[config.mk]
export PLATFORM = sky130hd
export DESIGN_NAME = ex_simple_pipe
export DESIGN_NICKNAME = d
export VERILOG_FILES = /design/src/rtl/ex_simple_pipe.sv
export SDC_FILE = /design/constraint.sdc
export NUM_CORES = 1
export LEC_CHECK = 0
export CORE_MARGIN = 1
export CORE_UTILIZATION = 35
export DETAILED_ROUTE_END_ITERATION = 10
export GPL_ROUTABILITY_DRIVEN = 0
export SYNTH_ARGS = -nofsm -noshare
export SYNTH_HDL_FRONTEND = slang
export SYNTH_SLANG_ARGS = --single-unit
[constraint.sdc]
create_clock -name clk -period 9.25 [get_ports clk]
set_input_delay 1.3875 -clock clk [delete_from_list [all_inputs] [get_ports clk]]
set_output_delay 1.3875 -clock clk [all_outputs]
set_load 0.005 [all_outputs]
[src/rtl/ex_simple_pipe.sv]
// rtl/ex_simple_pipe.sv - oldest-ready select, E1 register, shared alu and WB register for the simple FU

// Shared combinational alu. Undefined opcodes produce zero.
module ex_simple_alu #(
  parameter int XLEN    = 32,
  parameter int ALUOP_W = 5
) (
  input  logic [ALUOP_W-1:0] aluop,
  input  logic [XLEN-1:0]    aluin1,
  input  logic [XLEN-1:0]    aluin2,
  output logic [XLEN-1:0]    aluout
);
  localparam int SH_W = $clog2(XLEN);

  localparam logic [ALUOP_W-1:0] OP_ADD  = ALUOP_W'(0);
  localparam logic [ALUOP_W-1:0] OP_SUB  = ALUOP_W'(1);
  localparam logic [ALUOP_W-1:0] OP_AND  = ALUOP_W'(2);
  localparam logic [ALUOP_W-1:0] OP_OR   = ALUOP_W'(3);
  localparam logic [ALUOP_W-1:0] OP_XOR  = ALUOP_W'(4);
  localparam logic [ALUOP_W-1:0] OP_SLL  = ALUOP_W'(5);
  localparam logic [ALUOP_W-1:0] OP_SRL  = ALUOP_W'(6);
  localparam logic [ALUOP_W-1:0] OP_SRA  = ALUOP_W'(7);
  localparam logic [ALUOP_W-1:0] OP_SLT  = ALUOP_W'(8);
  localparam logic [ALUOP_W-1:0] OP_SLTU = ALUOP_W'(9);

  logic [SH_W-1:0] shamt;
  assign shamt = aluin2[SH_W-1:0];

  // Result is computed at XLEN; any carry out of the adder is dropped.
  always_comb begin
    aluout = '0;
    case (aluop)
      OP_ADD:  aluout = aluin1 + aluin2;
      OP_SUB:  aluout = aluin1 - aluin2;
      OP_AND:  aluout = aluin1 & aluin2;
      OP_OR:   aluout = aluin1 | aluin2;
      OP_XOR:  aluout = aluin1 ^ aluin2;
      OP_SLL:  aluout = aluin1 << shamt;
      OP_SRL:  aluout = aluin1 >> shamt;
      OP_SRA:  aluout = $unsigned($signed(aluin1) >>> shamt);
      OP_SLT:  aluout = {{(XLEN-1){1'b0}}, ($signed(aluin1) < $signed(aluin2))};
      OP_SLTU: aluout = {{(XLEN-1){1'b0}}, (aluin1 < aluin2)};
      default: aluout = '0;
    endcase
  end
endmodule

// Execute pipe: select -> E1 -> alu -> WB, with valid/ready backpressure on WB.
module ex_simple_pipe #(
  parameter int XLEN    = 32,
  parameter int NUM_RS  = 4,
  parameter int TAG_W   = 4,
  parameter int AGE_W   = 3,
  parameter int ALUOP_W = 5
) (
  input  logic                      clk,
  input  logic                      rst_n,
  input  logic                      flush,
  input  logic [NUM_RS-1:0]         rs_valid,
  input  logic [NUM_RS-1:0]         rs_src1_rdy,
  input  logic [NUM_RS-1:0]         rs_src2_rdy,
  input  logic [NUM_RS*XLEN-1:0]    rs_src1,
  input  logic [NUM_RS*XLEN-1:0]    rs_src2,
  input  logic [NUM_RS*ALUOP_W-1:0] rs_aluop,
  input  logic [NUM_RS*5-1:0]       rs_rd,
  input  logic [NUM_RS-1:0]         rs_regwrite,
  input  logic [NUM_RS*TAG_W-1:0]   rs_tag,
  input  logic [NUM_RS*AGE_W-1:0]   rs_age,
  output logic [NUM_RS-1:0]         issue_grant,
  output logic                      wb_valid,
  input  logic                      wb_ready,
  output logic [XLEN-1:0]           wb_data,
  output logic [4:0]                wb_rd,
  output logic                      wb_regwrite,
  output logic [TAG_W-1:0]          wb_tag,
  output logic                      rf_we,
  output logic [15:0]               perf_stall_cnt
);
  localparam int IDX_W = (NUM_RS > 1) ? $clog2(NUM_RS) : 1;

  logic [NUM_RS-1:0]  rdy;
  logic               sel_found;
  logic [IDX_W-1:0]   sel_idx;
  logic [AGE_W-1:0]   sel_age;
  logic [XLEN-1:0]    sel_src1;
  logic [XLEN-1:0]    sel_src2;
  logic [ALUOP_W-1:0] sel_aluop;
  logic [4:0]         sel_rd;
  logic               sel_regwrite;
  logic [TAG_W-1:0]   sel_tag;

  logic               e1_valid;
  logic [XLEN-1:0]    e1_src1;
  logic [XLEN-1:0]    e1_src2;
  logic [ALUOP_W-1:0] e1_aluop;
  logic [4:0]         e1_rd;
  logic               e1_regwrite;
  logic [TAG_W-1:0]   e1_tag;
  logic [XLEN-1:0]    alu_out;

  logic wb_fire;
  logic wb_adv;
  logic e1_adv;

  assign rdy     = rs_valid & rs_src1_rdy & rs_src2_rdy;
  assign wb_fire = wb_valid & wb_ready;
  assign wb_adv  = !wb_valid | wb_ready;
  assign e1_adv  = !e1_valid | wb_adv;

  // Oldest-ready pick: strict less-than keeps the lowest index on equal ages.
  always_comb begin
    sel_found    = 1'b0;
    sel_idx      = '0;
    sel_age      = '0;
    sel_src1     = '0;
    sel_src2     = '0;
    sel_aluop    = '0;
    sel_rd       = '0;
    sel_regwrite = 1'b0;
    sel_tag      = '0;
    for (int i = 0; i < NUM_RS; i++) begin
      if (rdy[i] && (!sel_found || (rs_age[i*AGE_W +: AGE_W] < sel_age))) begin
        sel_found    = 1'b1;
        sel_idx      = IDX_W'(i);
        sel_age      = rs_age[i*AGE_W +: AGE_W];
        sel_src1     = rs_src1[i*XLEN +: XLEN];
        sel_src2     = rs_src2[i*XLEN +: XLEN];
        sel_aluop    = rs_aluop[i*ALUOP_W +: ALUOP_W];
        sel_rd       = rs_rd[i*5 +: 5];
        sel_regwrite = rs_regwrite[i];
        sel_tag      = rs_tag[i*TAG_W +: TAG_W];
      end
    end
  end

  // Grant only when E1 can take it; reset and flush both suppress issue.
  always_comb begin
    issue_grant = '0;
    if (sel_found && e1_adv && !flush && rst_n) begin
      issue_grant = {{(NUM_RS-1){1'b0}}, 1'b1} << sel_idx;
    end
  end

  // E1 stage: capture the granted entry, or take a bubble when nothing issues.
  always_ff @(posedge clk or negedge rst_n) begin
    if (!rst_n) begin
      e1_valid    <= 1'b0;
      e1_src1     <= '0;
      e1_src2     <= '0;
      e1_aluop    <= '0;
      e1_rd       <= '0;
      e1_regwrite <= 1'b0;
      e1_tag      <= '0;
    end else if (flush) begin
      e1_valid <= 1'b0;
    end else if (e1_adv) begin
      e1_valid <= |issue_grant;
      if (|issue_grant) begin
        e1_src1     <= sel_src1;
        e1_src2     <= sel_src2;
        e1_aluop    <= sel_aluop;
        e1_rd       <= sel_rd;
        e1_regwrite <= sel_regwrite;
        e1_tag      <= sel_tag;
      end
    end
  end

  ex_simple_alu #(
    .XLEN    (XLEN),
    .ALUOP_W (ALUOP_W)
  ) u_alu (
    .aluop  (e1_aluop),
    .aluin1 (e1_src1),
    .aluin2 (e1_src2),
    .aluout (alu_out)
  );

  // WB stage: holds the result stable while the consumer stalls.
  always_ff @(posedge clk or negedge rst_n) begin
    if (!rst_n) begin
      wb_valid    <= 1'b0;
      wb_data     <= '0;
      wb_rd       <= '0;
      wb_regwrite <= 1'b0;
      wb_tag      <= '0;
    end else if (flush) begin
      wb_valid <= 1'b0;
    end else if (wb_adv) begin
      wb_valid <= e1_valid;
      if (e1_valid) begin
        wb_data     <= alu_out;
        wb_rd       <= e1_rd;
        wb_regwrite <= e1_regwrite;
        wb_tag      <= e1_tag;
      end
    end
  end

  // x0 results still go to the ROB but never write the RF.
  assign rf_we = wb_fire & wb_regwrite & (wb_rd != 5'd0);

  // Saturating backpressure counter; only reset clears it.
  always_ff @(posedge clk or negedge rst_n) begin
    if (!rst_n) begin
      perf_stall_cnt <= '0;
    end else if (wb_valid && !wb_ready && (perf_stall_cnt != 16'hFFFF)) begin
      perf_stall_cnt <= perf_stall_cnt + 16'd1;
    end
  end
endmodule

* Word-level counts from Yosys, hierarchy flattened
Index checks and enable logic that the tools add are counted.
** Cells by class
- Add/subtract/negate cells :: 3
- Div/mod/pow operators :: 0
- Equal/unequal tests :: 10
- $lt $le $gt $ge :: 5
- Reductions and logical operators :: 25
- Shifts and indexed selects :: 4
- Multiply operators :: 0
- Multiplexer cells :: 40
- Bitwise operators :: 11
** Operators by type and width (count)
- one-hot mux 32 bit (10 select lines) :: 1
- two-way mux 32 bit :: 8
- < comparator 32 bit :: 2
- two-way mux 5 bit :: 8
- adder 32 bit :: 1
- bitwise AND 32 bit :: 1
- bitwise OR 32 bit :: 1
- << shifter 32 x 5 -> 32 bit :: 1
- >> shifter 32 x 5 -> 32 bit :: 1
- >>> shifter 32 x 5 -> 32 bit :: 1
- subtractor 32 bit :: 1
- XOR 32 bit :: 1
- equality test 5 x 3 -> 1 bit, second input constant :: 4
- two-way mux 4 bit :: 5
- adder 16 x 1 -> 16 bit, second input constant :: 1
- != test 16 bit, second input constant :: 1
- two-way mux 1 bit :: 13
- equality test 5 x 2 -> 1 bit, second input constant :: 2
- equality test 5 x 4 -> 1 bit, second input constant :: 2
- < comparator 3 bit :: 3
- two-way mux 3 bit :: 3
- bitwise AND 4 bit :: 2
- logical AND 1 bit :: 8
- logical NOT 1 bit :: 7
- other kinds (12) :: 20
** Word-level totals
- Output and inout bits :: 64
- RAM bits :: 0
- Memories :: 0
- Bits in registers :: 139
- Bits in read-only memories :: 0
- Input port bits :: 344
- Latch bits :: 0
- Logic and storage cells :: 111

* Longest topological paths before layout
- Depth in word-level cells :: 22
- Depth in mapped cells :: 28
- Mapped depth without buffers :: 20

* By module
A second synthesis with hierarchy kept.
** Unflattened totals
- Cells, all modules :: 2060
- Area, all modules :: 16588.4 sq um
** By module, submodules not included
- ex_simple_alu :: area each 8655.8 sq um, times used 1, seq. area each 0.0 sq um, cells each 1288
- ex_simple_pipe :: area each 7932.6 sq um, times used 1, seq. area each 3478.3 sq um, cells each 772

* Worst setup path after synthesis
Ideal clock, no wire load.
- Path type :: input port to output port
- Start point :: in rs_src2_rdy[0]
- End point :: out issue_grant[0]
- Cell stages on the path :: 28
- Setup slack :: 1434 ps
- Required time :: 7863 ps
- Data arrival time :: 6428 ps
- Path buffers :: 8
- Cell sequence :: and3_1 > clkbuf_1 > clkbuf_1 > nand2_1 > ha_1 > a21o_1 > a21o_1 > a21oi_1 > clkbuf_1 > buf_2 > nor2_1 > a21oi_1 > ha_1 > or2_2 > a21o_1 > and2_2 > clkbuf_8 > buf_4 > nand2_1 > o21ai_0 > ha_1 > a21oi_1 > or2_2 > o31a_2 > buf_2 > buf_2 > nand2_1 > and3_1
** On the way
- Word-level cells in the longest chain between the ends :: 18
- Elaborated cells on any way between the ends :: 28
- Classes of those cells :: 3 x order compare; 1 x shift; 11 x mux; 1 x bitwise; 12 x reduce/logical
** RTL lines
- from (decl) :: line 61 : input logic [NUM_RS-1:0] rs_src2_rdy,
- bitwise AND 4 bit * :: line 105 : assign rdy = rs_valid & rs_src1_rdy & rs_src2_rdy;
- two-way mux 3 bit / two-way mux 1 bit (equally long branches) :: line 122 : if (rdy[i] && (!sel_found || (rs_age[i*AGE_W +: AGE_W] < sel_age))) begin
- < comparator 3 bit / logical NOT 1 bit (equally long branches) :: line 122
- logical OR 1 bit :: line 122
- logical AND 1 bit :: line 122
- two-way mux 3 bit / two-way mux 1 bit (equally long branches) :: line 122
- < comparator 3 bit / logical NOT 1 bit (equally long branches) :: line 122
- logical OR 1 bit :: line 122
- logical AND 1 bit :: line 122
- two-way mux 3 bit / two-way mux 1 bit (equally long branches) :: line 122
- < comparator 3 bit / logical NOT 1 bit (equally long branches) :: line 122
- logical OR 1 bit :: line 122
- logical AND 1 bit :: line 122
- two-way mux 1 bit :: line 122
- logical AND 1 bit (3 in a row) :: line 139 : if (sel_found && e1_adv && !flush && rst_n) begin
- two-way mux 4 bit * :: line 139
- to (decl) :: line 69 : output logic [NUM_RS-1:0] issue_grant,
Every way passes the cells marked *; elsewhere a longest branch is shown, timed or not.

* Final worst setup path
- Start point :: in rs_src2_rdy[0]
- End point :: out issue_grant[2]
The elaborated chain is that of the path after synthesis.

==> results_dict.tcl <==
set metrics [dict create \
    chipWidth_um 223 \
    start_util_pct 35.6 \
    final_common_cell "clkdlybuf4s50_1" \
    post-cts-setup-buffers 0 \
    ff_latch_area_mm2 0.00348 \
    crit_fanout 60 \
    max_freq_mhz 123 \
    hold_path_depth 2 \
    cts_tree "done" \
    min_period_over_period_pct 88.0 \
    tightest_slew_ns 1.02 \
    drtIter0Drc 2241 \
    r2r_setup_slack_ns 3.99 \
    cts_buffer_depth 2 \
    total_power_uw 4700 \
    p_leak_uw 0.00823 \
    io_pins 408 \
    synth_edf_count 0 \
    rows 80 \
    multi_input_comb_area_mm2 0.0121 \
    ys_seq_area_share_pct 20.4 \
    holdCritStartpoint "wb_data[8]" \
    status "finished clean" \
    fin_util_pct 45.3 \
    max_cap_violations 0 \
    post_cts_resize_count 0 \
    route.detailed.wl_per_inst_um 25.1 \
    area_growth_pct 27.2 \
    avgViaCountPerCell 6.28 \
    worstPathRequired_ns 7.86 \
    max_stage_delay_ns 0.56 \
    wl_mm 77.2 \
    r2r_cells 11 \
    clk_pin_slew_ns 0.06 \
    nets 2883 \
    grt_pass1_wl_mm 116 \
    rr_endpoint "wb_data[27]" \
    grt_overflow_total 0 \
    drc 0 \
    cts.htree.levels 4 \
    setup_violations 0 \
    antenna_found_initial 13 \
    arrival_ns 6.75 \
    grt_pass1_vias 18546 \
    io_buffers 407 \
    grt_max_degree 106 \
    clkLatencyLatePin_ns 0.46 \
    drv_slew 0 \
    root_buffer "clkbuf_16" \
    async_flop_share_pct 100 \
    dpl.hpwl_mm 58.5 \
    yosys_most_used_dff "dfrtp_1" \
    syn_nets 2619 \
    setup_tns_ns 0 \
    hold_class "flop to flop" \
    hold_buffers 0 \
    stdcell_area_mm2 0.0217 \
    grtUsageTotal_pct 30.6 \
    fillers 4769 \
    rsz0062_at_grt "false" \
    drive_gt1_share_pct 7.56 \
    crit_path_start_kind "input pin" \
    hold-path-endpoint "wb_data[8]" \
    syn_avg_cell_area_um2 7.85 \
    yosysWarnings 0 \
    vias 19288 \
    ant_nets 0 \
    skew_ns 0.0113 \
    crit_path_top_delay_cell "clkdlybuf4s50_1" \
    synth_seq_cells 139 \
    place_area_mm2 0.0211 \
    path_cells "clkdlybuf4s50_1 > and3_4 > nand2_1 > ha_1 > a21o_1 > a21o_1 > a21oi_4 > buf_4 > a21oi_1 > ha_1 > o31ai_1 > o21ai_2 > and2_4 > o21ai_0 > ha_1 > a21oi_1 > or2_2 > o31ai_4 > nor2_1 > nor3_1 > clkdlybuf4s50_1" \
    first_pass_iters 6 \
    crit_type "input pin to output pin" \
    max-vdd-ir-drop_uv 142 \
    postSynthCellCount 2169 \
    max_slew_margin_pct 32.1 \
    critPathCaptureType "output pin" \
    powerDensity_mw_per_mm2 217 \
    reg2reg_from "e1_src2[1]" \
    final_cell_mix "clkdlybuf4s50_1, nand2_1, nor2_1, dfrtp_1, a21oi_1" \
    whs_ns 0.472 \
    cpMostUsedCell "ha_1" \
    finalWorstPathRequiredPeriod_ns 8.14 \
    dieArea_mm2 0.0495 \
    synth_area_mm2 0.0170 \
    fp.dieH_um 223 \
    numCtsBuffers 17 \
    synth_cell_type_count 93 \
    coreArea_mm2 0.0478 \
    hold_viol_final 0 \
    cts.sinks 139 \
]
[metrics by stage]
| stage | cells | setup slack (ns) |
|---|---|---|
| after floorplan | 2169 | 1.43 |
| after global placement | 3029 | 1.31 |
| after detailed placement | 3029 | 1.14 |
| after CTS | 3061 | 1.14 |
| after global routing | 3066 | 0.855 |
| final | 3069 | 1.11 |
[worst max-delay path: cells and delay by family]
family | cells | cell delay [ns]
buffers and inverters | 3 | 1.52
AO/OA/AOI/OAI | 9 | 1.33
AND/OR/NAND/NOR | 6 | 1.60
adder cells (fa/ha/maj) | 3 | 0.90
[layer usage]
layer / up-vias / GRT usage, % / share of wire [%]
met2: 1122 / 49.4 / 46
met3: 173 / 6.33 / 9.5
met5: - / 0 / 0.048
met4: 6 / 11.6 / 3.6
met1: 9268 / 40.1 / 41
li1: 8719 / - / -
[sequential cells by signal, summed over array words and instances (netlist names), 5 cells and up]
name and flops:
wb_data 32, wb_rd 5, perf_stall_cnt 16, e1_aluop 5, e1_src2 32, e1_rd 5, e1_src1 32
[worst max-delay path by stage]
stage	startpoint	end	slack (ns)	cells past startpoint
6_report	rs_src2_rdy[0]	issue_grant[2]	1.11	21
5_1_grt	rs_src2_rdy[0]	issue_grant[2]	0.85	21
4_1_cts	rs_src2_rdy[0]	issue_grant[2]	1.14	21
3_5_place_dp	rs_src2_rdy[0]	issue_grant[2]	1.14	21
3_3_place_gp	rs_src2_rdy[0]	issue_grant[2]	1.31	21
2_1_floorplan	rs_src2_rdy[0]	issue_grant[0]	1.43	28
[where the power goes]
part | internal [uW] | switching, uW
registers | 752 | 291
clock network | 356 | 316
logic | 1250 | 1740
[area by class of cell]
cell class	instances	share of cell area, %
diodes	8	0.0924
clock buffers	19	2.04
clock inverters	13	0.497
inverters	99	1.72
multi-input cells	1727	55.7
flip-flops and latches	139	16.1
well taps	615	3.55
repair buffers	449	20.3
[synthesized netlist by cell type (all sizes together), types with 5 or more instances]
library cell / n / area (um2)
a2111oi: 9 / 104
a211oi: 22 / 180
a21o: 16 / 120
a21oi: 131 / 656
a221o: 7 / 70.1
a221oi: 22 / 193
a22o: 12 / 105
a22oi: 10 / 75.1
a31oi: 95 / 594
and2: 5 / 32.5
and3: 15 / 93.8
buf: 89 / 677
clkbuf: 113 / 498
dfrtp: 139 / 3480
ha: 104 / 1300
inv: 98 / 368
mux2: 15 / 169
mux2i: 38 / 380
mux4: 66 / 1540
nand2: 273 / 1020
nand2b: 15 / 93.8
nand3: 120 / 601
nand4: 10 / 62.6
nor2: 236 / 886
nor2b: 7 / 43.8
nor3: 36 / 185
nor4: 12 / 81.3
o2111ai: 8 / 70.1
o211ai: 109 / 818
o21a: 11 / 82.6
o21ai: 99 / 499
o21bai: 17 / 128
o221ai: 88 / 771
o22ai: 8 / 50.1
o31ai: 13 / 111
o41ai: 8 / 70.1
or2: 8 / 50.1
or3: 9 / 56.3
or4: 5 / 37.5
xnor2: 10 / 87.6
xor2: 8 / 70.1
[logic make-up after synthesis]
kind of cell	Yosys count	share of synthesized area [%]
simple gates	764	19.8
compound gates	720	29.5
buf+inv	303	9.19
flops	139	20.4
mux	119	12.3
fa+ha+maj	106	7.88
xor+xnor	18	0.926
Note: power is estimated with default switching activity, not from simulation.
